$ cat src/rtl/sram_bus_bridge.sv
// sram_bus_bridge: serialises core inst/data SRAM requests onto one req/ack bus with kseg0/kseg1 translation
module sram_bus_bridge #(
  parameter bit KSEG_MAP = 1'b1
) (
  input  logic        clk,
  input  logic        rst,
  input  logic        inst_sram_en,
  input  logic [3:0]  inst_sram_wen,
  input  logic [31:0] inst_sram_addr,
  input  logic [31:0] inst_sram_wdata,
  output logic [31:0] inst_sram_rdata,
  input  logic        data_sram_en,
  input  logic [3:0]  data_sram_wen,
  input  logic [31:0] data_sram_addr,
  input  logic [31:0] data_sram_wdata,
  output logic [31:0] data_sram_rdata,
  output logic        stallreq_bus,
  output logic        bus_req,
  output logic        bus_wr,
  output logic [3:0]  bus_wstrb,
  output logic [31:0] bus_addr,
  output logic [31:0] bus_wdata,
  input  logic        bus_addr_ok,
  input  logic [31:0] bus_rdata,
  input  logic        bus_data_ok
);
  typedef enum logic [2:0] {
    IDLE   = 3'd0,
    D_REQ  = 3'd1,
    D_WAIT = 3'd2,
    I_REQ  = 3'd3,
    I_WAIT = 3'd4,
    DONE   = 3'd5
  } state_t;
  state_t state_q, state_d;
  logic        wr_q, wr_d;
  logic [3:0]  wstrb_q, wstrb_d;
  logic [31:0] addr_q, addr_d, wdata_q, wdata_d;
  logic [31:0] irdata_q, irdata_d, drdata_q, drdata_d;
  logic        load_d, load_i;
  logic        unused_ok;
  assign unused_ok = ^{inst_sram_wen, inst_sram_wdata};
  function automatic logic [31:0] xlate(input logic [31:0] a);
    return (KSEG_MAP && a[31:30] == 2'b10) ? {3'b000, a[28:0]} : a;
  endfunction
  always_comb begin
    state_d = state_q;
    unique case (state_q)
      IDLE:    state_d = data_sram_en ? D_REQ : inst_sram_en ? I_REQ : IDLE;
      D_REQ:   state_d = bus_addr_ok ? D_WAIT : D_REQ;
      D_WAIT:  state_d = !bus_data_ok ? D_WAIT : inst_sram_en ? I_REQ : DONE;
      I_REQ:   state_d = bus_addr_ok ? I_WAIT : I_REQ;
      I_WAIT:  state_d = bus_data_ok ? DONE : I_WAIT;
      default: state_d = IDLE;
    endcase
  end
  // Request fields are captured once when a transaction is launched and then held.
  assign load_d = state_q == IDLE && data_sram_en;
  assign load_i = (state_q == IDLE && !data_sram_en && inst_sram_en) ||
                  (state_q == D_WAIT && bus_data_ok && inst_sram_en);
  always_comb begin
    wr_d     = load_d ? |data_sram_wen : load_i ? 1'b0 : wr_q;
    wstrb_d  = load_d ? data_sram_wen : load_i ? 4'b0 : wstrb_q;
    addr_d   = load_d ? xlate(data_sram_addr) : load_i ? xlate(inst_sram_addr) : addr_q;
    wdata_d  = load_d ? data_sram_wdata : load_i ? 32'b0 : wdata_q;
    drdata_d = (state_q == D_WAIT && bus_data_ok && !wr_q) ? bus_rdata : drdata_q;
    irdata_d = (state_q == I_WAIT && bus_data_ok) ? bus_rdata : irdata_q;
  end
  always_ff @(posedge clk or posedge rst) begin
    if (rst) begin
      state_q  <= IDLE;
      wr_q     <= 1'b0;
      wstrb_q  <= 4'b0;
      addr_q   <= 32'b0;
      wdata_q  <= 32'b0;
      irdata_q <= 32'b0;
      drdata_q <= 32'b0;
    end else begin
      state_q  <= state_d;
      wr_q     <= wr_d;
      wstrb_q  <= wstrb_d;
      addr_q   <= addr_d;
      wdata_q  <= wdata_d;
      irdata_q <= irdata_d;
      drdata_q <= drdata_d;
    end
  end
  assign bus_req         = state_q == D_REQ || state_q == I_REQ;
  assign bus_wr          = wr_q;
  assign bus_wstrb       = wstrb_q;
  assign bus_addr        = addr_q;
  assign bus_wdata       = wdata_q;
  assign inst_sram_rdata = irdata_q;
  assign data_sram_rdata = drdata_q;
  // Only IDLE looks at the enables combinationally; DONE is the one-cycle release.
  assign stallreq_bus = !rst && ((state_q == IDLE && (inst_sram_en || data_sram_en)) ||
                                 (state_q != IDLE && state_q != DONE));
endmodule

$ cat config.mk
export PLATFORM = sky130hd
export DESIGN_NAME = sram_bus_bridge
export DESIGN_NICKNAME = d
export VERILOG_FILES = /design/src/rtl/sram_bus_bridge.sv
export SDC_FILE = /design/constraint.sdc
export NUM_CORES = 1
export LEC_CHECK = 0
export BUFFER_PORTS_ARGS = -buffer_cell sky130_fd_sc_hd__buf_2
export CORE_MARGIN = 1
export CORE_UTILIZATION = 40
export CTS_BUF_LIST = sky130_fd_sc_hd__clkbuf_16
export DETAILED_ROUTE_END_ITERATION = 10
export GPL_TIMING_DRIVEN = 0
export PLACE_DENSITY = 0.72
export REMOVE_ABC_BUFFERS = 1
export SLEW_MARGIN = 20
export SYNTH_ARGS = -nofsm -noshare
export SYNTH_HDL_FRONTEND = slang
export SYNTH_SLANG_ARGS = --single-unit
$ cat constraint.sdc
create_clock -name clk -period 3.9 [get_ports clk]
set_input_delay 0.195 -clock clk [delete_from_list [all_inputs] [get_ports clk]]
set_output_delay 0.195 -clock clk [all_outputs]
set_load 0.005 [all_outputs]
**Word level (Yosys, flattened, before mapping)**

Cells that the tools add are included.

- Input bits: 174
- Register bits: 136

- Equality and inequality tests: 7
- Reduce and logical (&&, ||, !) cells: 21
- Mux-type cells: 18

Operators with widths:

| kind | number |
|---|---|
| 32-bit 2-to-1 mux | 6 |
| 3-bit case mux with 5 select lines | 1 |
| 1-bit logical AND | 10 |
| 3-bit 2-to-1 mux | 3 |
| 4-bit 2-to-1 mux | 2 |
| 3-bit by 2-bit == test with 1-bit output, second input constant | 2 |
| 2-bit 2-to-1 mux | 3 |
| 2-bit == test, second input constant | 2 |
| 1-bit logical OR | 4 |
| 4-bit OR reduction | 1 |
| 3-bit by 1-bit == test with 1-bit output, second input constant | 1 |
| 3-bit == test, second input constant | 1 |
| 1-bit zero test | 3 |
| 3-bit zero test | 1 |
| 1-bit 2-to-1 mux | 3 |
| 3-bit != test, second input constant | 1 |
| 3-bit nonzero test | 1 |
| 2-bit nonzero test | 1 |

**Longest topological paths before layout**

- Word-level depth: 6
- Depth in mapped cells: 8

**Least setup slack after synthesis**

No wires, ideal clock.

- Path type: register to register
- Start point: reg state_q[1]
- End point: reg addr_q[10] (netlist: bus_addr[10])
- Buffers on the path: 2
- Arrival time: 1779 ps
- Stages on the path, launching flop included: 6
- Setup time: 127 ps
- Period minus slack after synthesis: 1907 ps
- Data required time: 3773 ps
- Setup slack: 1993 ps
- Path through: dfrtp_1 > buf_6 > nor4b_4 > buf_6 > mux2_1 > mux2_1

- Longest elaborated chain between the ends: 5

Ends and longest elaborated chain:

| what | line | text |
|---|---|---|
| from (decl) | 35 | `state_t state_q, state_d;` |
| from (signal assigned) | 79 | `state_q <= state_d;` |
| 3-bit by 2-bit == test with 1-bit output / 3-bit zero test (equally long branches) | 60, 58, 59 |  |
| 1-bit logical AND (on tied branches) (2 in a row) | 60, 59 |  |
| 1-bit logical OR | 59 | `assign load_i = (state_q == IDLE && !data_sram_en && inst_sram_en) \|\|` |
| 2-bit nonzero test (no source line) | -- |  |
| to (signal assigned) | 82 | `addr_q <= addr_d;` |
| to (decl) | 38 | `logic [31:0] addr_q, addr_d, wdata_q, wdata_d;` |

Several ways; a longest one is shown, not always the timed one.
A chain may end at the register's enable or synchronous reset.

**Worst setup path after layout**

- Start point: reg state_q[0]
- End point: reg addr_q[22] (netlist: bus_addr[22])

The elaborated chain is that of the path after synthesis.

==> metrics <==
Max Buffers Root-to-Sink 2; Avg WL per Cell ~16 um; Max Cap Viol 0; largest net degree at the start of global routing 71; CP max FO 17; most frequent cells in the layout 272 x buf_2, 136 x dfrtp_1, 67 x mux2_2; crit path kind flop to flop; synthesized instance count 363; ys async rst share 100.0%; GP Congestion 0.8605; clk sink count 136; Unique masters post-synth 27; most frequent CP cell buf_6; GRT Total Usage between 10% and 20%; CP arrival 3350 ps; post-synthesis instance area about 5600 um^2; CP startpoint kind flop; DIE AREA roughly 14000 um^2; H-tree levels 4; Final setup viols 0; post-cts sizing count 0; hpwl dp between 10 and 15 mm; ys flop type dfrtp_1; final wirelength ~13 mm; grt ovf 0; Hold Crit Class input pin to flop; post-synth top area share around 60%; Slew HR a little over half; number of global-route vias before repair 4233; crit-path cells nor4b_4, buf_6, buf_6, buf_8, buf_4, buf_6, mux2_1, mux2_1; Max stage delay cell, worst path nor4b_4; # diodes 0; initial DRC count about 230; Peak VDD IR about 0.42 mV; endpoint class of the critical path flop; CTS root buf clkbuf_16; Num CTS Buffers 17; run status completed; Leakage 4.035 nW; first-pass GRT wire length approximately 21 mm; top cells by area, synth dfrtp_1 61%, mux2_2 14%, mux2_1 12%, a22o_1 5.8%, buf_6 1.8%; die width 120.1 um; Hold Vio Cnt, Final 0; io pins ~310; Critical Path RT 4180 ps; num rows 42; antenna viol nets, final 0; unrepaired setup endpoints after global routing false; vias slightly above 4000; overall power ~6.3 mW; Worst-Margin Slew a little over 700 ps; DRC viols 0; CP peak stage delay roughly 750 ps; Synth-to-Final Area Change 42.94%; Final #Nets between 800 and 900; setup TNS 0 ps; Max Clock Freq about 0.33 GHz; worst-skew pair later-pin latency 410 ps; mean cell area of the mapped netlist approximately 15 um^2; pwr/cell area slightly below 800 nW/um^2; synth warn 0; Die H around 120 um; final instance area ~8000 um^2; commonest non-fill, non-tap cell in the layout buf_2; share of layout cells above drive strength 1 a little under three fifths; CTS tree built; Area after DPL 7173 um^2; Synth area leader dfrtp_1; Final Cycle Share just under 80%; fin. max-slew vios 0; register area share after synthesis about three fifths; EDFF count, synth 0; Buffers on Ports 272; via/cell ratio between 4 and 5; initial antenna violation count 0; Clock transition at path regs ~60 ps; share of the core filled with cells between 50% and 60%; number of synthesized register bits 136; min Tclk post-route between 3000 and 4000 ps; Starting Density between 40% and 50%; drt first pass iters 4; Hold WS approximately 21 ps; area of the core about 13000 um^2; Fin Clk Skew roughly 7.4 ps
-- worst max-delay path: cells and delay by family, from the launching register on --
kind / cells / cell delay, ps
buffers and inverters: 5 / 1000
muxes: 2 / 620
DFF: 1 / 560
and+or+nand+nor: 1 / 750
-- power breakdown --
part	internal (mW)	switching, mW
combinational	1.20	0.908
sequential	2.07	0.373
clock	1.12	0.577
total	4.39	1.86
-- stage by stage --
step / cells / worst slack, ps
2_1_floorplan: 339 / 65.54
3_3_place_gp: 787 / -1259
3_5_place_dp: 799 / 849.6
4_1_cts: 848 / 829.0
5_1_grt: 848 / 672.9
6_report: 848 / 838.0
-- layout make-up --
type                       count  area, um^2
tap                          176       220.2
fill                        1092        5424
timing repair buffer         301        1703
sequential                   136        3403
multi-input combinational    198        1989
inverter                       5       27.53
clock inverter                15       207.7
clock buffer                  17       425.4
-- Yosys cell counts, types with 4 or more instances --
| master | number |
|---|---|
| mux2_1 | 59 |
| buf_6 | 9 |
| dfrtp_1 | 136 |
| mux2_2 | 67 |
| nor2_1 | 4 |
| buf_2 | 11 |
| nand2_1 | 6 |
| inv_1 | 4 |
| nand2b_1 | 4 |
| a22o_1 | 37 |
-- layer usage --
layer	vias to the layer above	part of all wire, %	GRT usage, %	wire length [um]
li1	1914	-	-	-
met5	-	0	0	0
met1	2079	40	22.07	5329
met3	15	4.7	5.086	636
met4	0	1.4	7.734	183
met2	128	54	33.76	7311
-- what timing repair did --
| action | in CTS | in global routing |
|---|---|---|
| setup buffers | 0 | 0 |
| hold buffers | 17 | 0 |
| hold endpoints to repair | 85 | 0 |
-- cells by family (layout without fill, tap and decap cells) --
family	Yosys count	in the layout	share of synthesized area [%]
AO/OA/AOI/OAI	49	49	7.085
buffers and inverters	29	338	3.632
AND/OR/NAND/NOR	21	21	2.534
XOR/XNOR	1	1	0.1570
flip-flops	136	136	60.99
multiplexers	127	127	25.61
-- sequential cells by signal, summed over array words and instances, names as in the netlist --
signal and count:
bus_addr 32, bus_wdata 32, data_sram_rdata 32, inst_sram_rdata 32, bus_wstrb 4, state_q 3, bus_wr 1
-- final timing paths --
| check | slack [ps] | cells past startpoint | startpoint | to |
|---|---|---|---|---|
| hold / removal | 20 | 2 | data_sram_wdata[25] | bus_wdata[25] |
| setup reg to reg | 840 | 8 | state_q[0] | bus_addr[22] |
| max in group asynchronous | 2850 | 4 | rst | bus_addr[23] |
| setup / recovery | 840 | 8 | state_q[0] | bus_addr[22] |
| hold reg to reg | 480 | 1 | data_sram_rdata[15] | data_sram_rdata[15] |
| min in group asynchronous | 380 | 3 | rst | data_sram_rdata[8] |
Power figures use the tool's default switching activity.
